[config.mk]
export PLATFORM = sky130hd
export DESIGN_NAME = aib_rx_deframer
export DESIGN_NICKNAME = d
export VERILOG_FILES = /design/src/rtl/aib_pkg.sv /design/src/rtl/aib_rx_fifo.sv /design/src/rtl/aib_rx_deframer.sv
export SDC_FILE = /design/constraint.sdc
export NUM_CORES = 1
export LEC_CHECK = 0
export ABC_AREA = 1
export CORE_ASPECT_RATIO = 0.8
export CORE_MARGIN = 8
export CORE_UTILIZATION = 40
export CTS_CLUSTER_SIZE = 14
export DETAILED_ROUTE_END_ITERATION = 8
export HOLD_SLACK_MARGIN = 0.12
export SYNTH_ARGS = -nofsm -noshare
export SYNTH_HDL_FRONTEND = slang
export SYNTH_SLANG_ARGS = --single-unit
[constraint.sdc]
create_clock -name i_aib_clk -period 10.69 [get_ports i_aib_clk]
set_input_delay 1.069 -clock i_aib_clk [delete_from_list [all_inputs] [get_ports i_aib_clk]]
set_output_delay 1.069 -clock i_aib_clk [all_outputs]
set_load 0.005 [all_outputs]
[src/rtl/aib_pkg.sv]
// Shared frame constants and FSM state type for the AIB receive deframer.
package aib_pkg;

    localparam int unsigned BEAT_W     = 40;
    localparam int unsigned MARKER_BIT = 39;
    localparam int unsigned FLAG_BIT   = 38;
    localparam int unsigned PAY_LO_W   = 38;
    localparam int unsigned PAY_HI_W   = 34;
    localparam int unsigned PAYLOAD_W  = PAY_LO_W + PAY_HI_W;

    typedef enum logic [0:0] {StHunt, StLocked} rx_state_e;

    function automatic logic [PAYLOAD_W-1:0] frame_payload(input logic [BEAT_W-1:0] beat0,
                                                            input logic [BEAT_W-1:0] beat1);
        return {beat1[PAY_HI_W-1:0], beat0[PAY_LO_W-1:0]};
    endfunction

endpackage

[src/rtl/aib_rx_fifo.sv]
// Payload FIFO with count-based full/empty; a push is accepted when full if a pop
// happens in the same cycle.
module aib_rx_fifo #(
    parameter int unsigned DEPTH = 4,
    parameter int unsigned WIDTH = 72
) (
    input  logic             clk_i,
    input  logic             rst_i,
    input  logic             push_i,
    input  logic [WIDTH-1:0] wdata_i,
    input  logic             pop_i,
    output logic             valid_o,
    output logic             full_o,
    output logic [WIDTH-1:0] rdata_o
);

    localparam int unsigned AW = (DEPTH > 1) ? $clog2(DEPTH) : 1;
    localparam int unsigned CW = AW + 1;

    logic [WIDTH-1:0] mem_q [DEPTH];
    logic [AW-1:0]    wr_ptr_q, rd_ptr_q;
    logic [CW-1:0]    count_q;
    logic             do_push, do_pop;

    always_comb begin
        valid_o = (count_q != '0);
        full_o  = (count_q == CW'(DEPTH));
        do_pop  = pop_i && valid_o;
        do_push = push_i && (!full_o || do_pop);
        rdata_o = valid_o ? mem_q[rd_ptr_q] : '0;
    end

    always_ff @(posedge clk_i) begin
        if (rst_i) begin
            wr_ptr_q <= '0;
            rd_ptr_q <= '0;
            count_q  <= '0;
        end else begin
            if (do_push) wr_ptr_q <= wr_ptr_q + 1'b1;
            if (do_pop)  rd_ptr_q <= rd_ptr_q + 1'b1;
            case ({do_push, do_pop})
                2'b10:   count_q <= count_q + 1'b1;
                2'b01:   count_q <= count_q - 1'b1;
                default: count_q <= count_q;
            endcase
        end
    end

    always_ff @(posedge clk_i) begin
        if (do_push) mem_q[wr_ptr_q] <= wdata_i;
    end

endmodule

[src/rtl/aib_rx_deframer.sv]
// AIB Rx deframer: locks onto two-beat frames, reassembles 72-bit words into a FIFO.
// Define AIB_RX_PARITY_EN to enable even-parity checking and the o_par_err flag.
module aib_rx_deframer
    import aib_pkg::*;
#(
    parameter int unsigned FIFO_DEPTH = 4,
    parameter int unsigned LOCK_PAIRS = 4,
    parameter int unsigned MISS_MAX   = 3
) (
    input  logic                 i_aib_clk,
    input  logic                 i_rst,
    input  logic [19:0]          i_rx_data0,
    input  logic [19:0]          i_rx_data1,
    output logic                 o_rx_valid,
    input  logic                 i_rx_ready,
    output logic [PAYLOAD_W-1:0] o_rx_data,
    output logic                 o_locked,
    output logic                 o_ovf,
    output logic                 o_par_err,
    input  logic                 i_clr_err
);

    localparam int unsigned GOOD_W = $clog2(LOCK_PAIRS + 1);
    localparam int unsigned MISS_W = $clog2(MISS_MAX + 1);

    rx_state_e          state_q;
    logic               phase_q;
    logic [BEAT_W-1:0]  beat_q, beat0_q;
    logic [GOOD_W-1:0]  good_cnt_q;
    logic [MISS_W-1:0]  miss_cnt_q;
    logic               ovf_q;

    logic                 marker, frame_ok, frame_end, par_ok, push, pop, ovf_set;
    logic                 fifo_valid, fifo_full;
    logic [PAYLOAD_W-1:0] payload;

    always_comb begin
        marker    = beat_q[MARKER_BIT];
        frame_ok  = beat0_q[MARKER_BIT] && !marker;
        payload   = frame_payload(beat0_q, beat_q);
`ifdef AIB_RX_PARITY_EN
        par_ok    = !(^payload ^ beat_q[FLAG_BIT]);
`else
        par_ok    = 1'b1;
`endif
        frame_end = (state_q == StLocked) && phase_q;
        push      = frame_end && frame_ok && beat0_q[FLAG_BIT] && par_ok;
        pop       = fifo_valid && i_rx_ready;
        ovf_set   = push && fifo_full && !pop;
    end

    always_ff @(posedge i_aib_clk) begin
        if (i_rst) begin
            state_q    <= StHunt;
            phase_q    <= 1'b0;
            beat_q     <= '0;
            beat0_q    <= '0;
            good_cnt_q <= '0;
            miss_cnt_q <= '0;
            ovf_q      <= 1'b0;
        end else begin
            beat_q <= {i_rx_data1, i_rx_data0};
            if (ovf_set)        ovf_q <= 1'b1;
            else if (i_clr_err) ovf_q <= 1'b0;
            unique case (state_q)
                StHunt: begin
                    if (!phase_q) begin
                        if (marker) begin
                            beat0_q <= beat_q;
                            phase_q <= 1'b1;
                        end else begin
                            good_cnt_q <= '0;
                        end
                    end else if (!marker) begin
                        phase_q <= 1'b0;
                        if (good_cnt_q == GOOD_W'(LOCK_PAIRS - 1)) begin
                            state_q    <= StLocked;
                            good_cnt_q <= '0;
                            miss_cnt_q <= '0;
                        end else begin
                            good_cnt_q <= good_cnt_q + 1'b1;
                        end
                    end else begin
                        // Second marker-1 beat in a row: it becomes the new beat0 candidate.
                        good_cnt_q <= '0;
                        beat0_q    <= beat_q;
                    end
                end
                StLocked: begin
                    phase_q <= !phase_q;
                    if (!phase_q) begin
                        beat0_q <= beat_q;
                    end else if (frame_ok) begin
                        miss_cnt_q <= '0;
                    end else if (miss_cnt_q == MISS_W'(MISS_MAX - 1)) begin
                        state_q    <= StHunt;
                        miss_cnt_q <= '0;
                        good_cnt_q <= '0;
                    end else begin
                        miss_cnt_q <= miss_cnt_q + 1'b1;
                    end
                end
            endcase
        end
    end

`ifdef AIB_RX_PARITY_EN
    logic par_err_q;

    always_ff @(posedge i_aib_clk) begin
        if (i_rst) begin
            par_err_q <= 1'b0;
        end else if (frame_end && frame_ok && beat0_q[FLAG_BIT] && !par_ok) begin
            par_err_q <= 1'b1;
        end else if (i_clr_err) begin
            par_err_q <= 1'b0;
        end
    end

    assign o_par_err = par_err_q;

    logic unused_rsvd;
    assign unused_rsvd = ^beat_q[37:34];
`else
    assign o_par_err = 1'b0;

    logic unused_rsvd;
    assign unused_rsvd = ^{beat_q[FLAG_BIT], beat_q[37:34]};
`endif

    aib_rx_fifo #(
        .DEPTH (FIFO_DEPTH),
        .WIDTH (PAYLOAD_W)
    ) u_fifo (
        .clk_i   (i_aib_clk),
        .rst_i   (i_rst),
        .push_i  (push),
        .wdata_i (payload),
        .pop_i   (pop),
        .valid_o (fifo_valid),
        .full_o  (fifo_full),
        .rdata_o (o_rx_data)
    );

    assign o_rx_valid = fifo_valid;
    assign o_locked   = (state_q == StLocked);
    assign o_ovf      = ovf_q;

endmodule

# == Word-level counts from Yosys, hierarchy flattened ==
# Memories as Yosys holds them, arrays and structs flattened. A register that Yosys moved wholly into a read port is not among the register bits.
# Index checks and enable logic that the tools add are counted.
# op_classes
addsub,6
eq_ne,14
bitwise,1
reduce_logical,20
n_mux,35
# ops
cell,n
$mux W40,2
$pmux W40 S2,1
$mux W72,1
$mux W3,7
$mux W2,8
$ne A2 B2 Y1 const B,6
$pmux W3 S2,2
$mux W1,11
$logic_and A1 B1 Y1,9
$reduce_and A4 Y1,2
$add A2 B1 Y2 const B,3
$add A3 B1 Y3 const B,2
$eq A2 B2 Y1 const B,2
$logic_not A1 Y1,4
$ne A2 B1 Y1 const B,2
$pmux W1 S2,2
$pmux W2 S2,1
$reduce_bool A2 Y1,2
$eq A3 B2 Y1 const B,1
$eq A3 B3 Y1 const B,1
$ne A3 B3 Y1 const B,1
$reduce_bool A3 Y1,1
$sub A3 B1 Y3 const B,1
$eq A2 B1 Y1 const B,1
3 further kinds,3
# word_totals
out_inout_bits,76
mem_bits_rw,288
reg_bits,95
elab_cells,87
mem_count,1
# memory_table
name,words,width,rd,rd_ports_with_merged_regs,write_ports,line,rtl
u_fifo.mem_q,4,72,1,1,1,aib_rx_fifo.sv:20,logic [WIDTH-1:0] mem_q [DEPTH];

# == Logic depth before layout (Yosys ltp) ==
# depth
word_depth,7
mapped_depth,12
depth_no_buf,12

# == Cells and area by module ==
# From an unflattened synthesis, not the netlist that was laid out.
# unflattened
cells_unflattened,1283
hier_area_um2,14562.7
# modules_own_cells
module,area_per_inst_um2,instances,cells_each
aib_rx_fifo,11604.9,1,914
aib_rx_deframer,2957.8,1,369

# == Least setup slack after synthesis ==
# Ideal clock, no wire load.
# synth_timing
path_type,input port to flip-flop
start,in i_rx_ready
end,"mem u_fifo.mem_q[0][0], enable pin"
path_stages,4
required_time_ps,10187
arrival_time_ps,4364
setup_time_ps,503
slack_ps,5823
path_cell_list,nor2_1 nand2_1 nand2_1 nor2_1
# synth_between
elab_chain_cells,6
# synth_rtl
element,line,rtl
from (decl),aib_rx_deframer.sv:15,"input logic i_rx_ready,"
$logic_and A1 B1 Y1,aib_rx_deframer.sv:48,pop = fifo_valid && i_rx_ready;
$logic_and A1 B1 Y1,aib_rx_fifo.sv:28,do_pop = pop_i && valid_o;
$logic_or A1 B1 Y1,aib_rx_fifo.sv:29,do_push = push_i && (!full_o || do_pop);
$logic_and A1 B1 Y1,aib_rx_fifo.sv:29,
$mux W1,aib_rx_fifo.sv:50,if (do_push) mem_q[wr_ptr_q] <= wdata_i;
$mux W1 (implied by the code),aib_rx_fifo.sv:50,
to (decl),aib_rx_fifo.sv:20,
# No other way between the ends.

==> flow_summary.toml <==
[sta]
hold_violations = 0
slew_viol_final = 0
rsz0062_at_grt = "no"
tightest_slew_ps = 1280
finalSetupViolations = 0
fin_skew_ps = 17.2
min_period_over_period = 0.458
setup_tns_ps = 0
max-slew-margin-rel = 0.147
max_freq_ghz = 0.204
fin_crit_ps = 4900

[placed_design]
gp_congestion = 0.734
dpl-instance-area_um2 = 16000
place_hpwl_um = 19600
io_buffers = 118

[synthesis]
yosysSeqAreaShare = 0.730
synth_warnings = 0
synthCells = 1284
synth.distinct_cells = 24
netlist_area_um2 = 14500
synth_top_cell_by_area = "edfxtp_1"
synthTopCellsByArea = "edfxtp_1 60%, dfxtp_1 13%, nor2_1 11%"
ys_seq_elements = 385
avgSynthCellArea_um2 = 11.3
synth_top_area_share = 0.596
synth_fp_nets = 1335

[die]
initial_utilization = 0.405
die-area_um2 = 42700
die_x_um = 229
ios = 120
fp.dieH_um = 186
rows = 62
core-area_um2 = 35800

[flow_run]
drv_cap = 0

[global_routing]
busiest_layer = "met2"
use_met2 = 0.247
first_global_vias = 9192
antenna_found_initial = 1
grt_util_met1 = 0.227
grt_max_degree = 105
grt_util_met3 = 0.0324
grt_pass1_wl_um = 53900
overflow = 0
grt_usage = 0.159

[drt]
drt-initial-drc-count = 784
routed-via-count = 9407
routedWlPerCell_um = 18.5
wirelength_um = 34900
vias_per_cell = 4.97
drc = 0
postRouteAntennaNets = 0
firstDrtPassIters = 6

[worst_setup_path]
cp.required_ps = 9620
critPathMaxFanout = 73
path_class = "flip-flop to output pin"
arrival_ps = 3830
endpoint_kind = "output pin"
startpoint_type = "flip-flop"

[power]
p_leak_nw = 6.26
power.share.sequential = 0.493
p_sw_frac = 0.237
vdd_drop_max_mv = 0.114
p_sw_mw = 0.800
comb_power_share = 0.103
p_int_mw = 2.58
p_per_area_nw_per_um2 = 195
clockPowerShare = 0.404

[clocking]
cts.clk_slew.worst_paths_ps = 60
cts_buffer_depth = 3
clk_latency_ps = 540
cts_setup_buffers = 0
htreeDepth = 2
ctsResizeCount = 0
cts_root_buf = "clkbuf_16"
cts_num_sinks = 385
cts_made_buffers = 39
cts_hold_buf = 0
cts_tree = "built"

[final_layout]
final_area_um2 = 17300
syn_to_final_growth_pct = 19.4
antennaDiodeCount = 0
drive_gt1_frac = 0.0588
nNetsFinal = 1432

[run_status]
status = "completed"

[hold_path]
hp-class = "flip-flop to flip-flop"
path summary, 6_finish.rpt:
| path | start | endpoint | slack [ps] | cells past startpoint |
|---|---|---|---|---|
| worst max-delay path | flip-flop | o_rx_data[18] | 5790 | 6 |
| worst min-delay path | beat_q[36] | beat0_q[36] | 460 | 2 |
| worst max register to register | o_locked | u_fifo.mem_q[0][39] | 7450 | 5 |
| worst min register to register | beat_q[36] | beat0_q[36] | 460 | 2 |
state kept, by name, indices dropped and copies added (netlist names), named ones only:
name / cells
beat0_q: 40
u_fifo.wr_ptr_q: 2
good_cnt_q: 3
u_fifo.count_q: 3
o_locked: 1
miss_cnt_q: 2
beat_q: 40
o_ovf: 1
u_fifo.mem_q: 288
u_fifo.rd_ptr_q: 2
phase_q: 1
worst max-delay path, cell delays in order, from the launching register on:
cell and delay (ps):
dfxtp_4 1000, clkinv_2 600, buf_4 520, nor2_1 170
o21ai_1 70, a21oi_1 310, clkdlybuf4s50_1 580
cells by family (layout without fill, tap and decap cells):
| logic type | Yosys count | after routing | synth area share |
|---|---|---|---|
| buffers and inverters | 144 | 272 | 0.0445 |
| flip-flops | 385 | 385 | 0.730 |
| other | 1 | 1 | 0.000259 |
| adder cells (fa/ha/maj) | 7 | 7 | 0.00656 |
| AND/OR/NAND/NOR | 472 | 472 | 0.123 |
| XOR/XNOR | 1 | 1 | 0.000604 |
| AO/OA/AOI/OAI | 274 | 274 | 0.0945 |
Yosys cell counts (all sizes together):
cell,n
conb,1
edfxtp,288
a21oi,85
clkbuf,24
ha,6
xor2,1
dfxtp,97
nor2,429
inv,72
o21ai,189
buf,48
fa,1
nand4,1
nand3,9
nand2,33
placed cells by master (no fill, tap or decap), types with 2 or more instances in the layout:
master,n
a21oi_1,85
buf_4,10
bufinv_16,3
clkbuf_1,7
clkbuf_16,40
clkbuf_8,6
clkdlybuf4s50_1,117
clkinv_1,6
clkinv_2,8
dfxtp_1,95
dfxtp_4,2
edfxtp_1,288
ha_1,6
inv_1,67
inv_2,2
inv_6,2
nand2_1,32
nand3_1,9
nor2_1,424
nor2_4,4
o21ai_0,138
o21ai_1,51
cell type report:
| class | count | area (um^2) |
|---|---|---|
| fill | 3311 | 18500 |
| sequential | 385 | 10600 |
| multi-input combinational | 755 | 3300 |
| timing repair buffer | 128 | 1250 |
| clock buffer | 53 | 1110 |
| tap | 480 | 601 |
| inverter | 72 | 275 |
| clock inverter | 19 | 185 |
power by group through the flow:
stage | Combinational [mW] | Sequential, mW | Clock, mW
after detailed placement | 0.354 | 1.70 | 0
after global placement | 0.354 | 1.70 | 0
after floorplan | 0.183 | 1.67 | 0
after global routing | 0.386 | 1.67 | 1.45
after CTS | 0.357 | 1.66 | 1.39
final | 0.348 | 1.66 | 1.37
through the flow:
step                power [mW]  cells  setup slack, ps  utilization  hold slack (ps)
CTS                       3.41   1892             5720        0.483              459
global placement          2.05   1820             6340        0.447              445
detailed placement        2.05   1820             6280        0.447              441
floorplan                 1.86   1284             5820            -              431
finish                    3.38   1892             5790        0.483              457
global route              3.50   1892             5520        0.483              465
metal layers:
metal,routed length (um),vias up
met5,13,-
met3,2050,48
met1,17000,4561
li1,-,4536
met4,529,2
met2,15300,260
(Power assumes the default switching activity.)
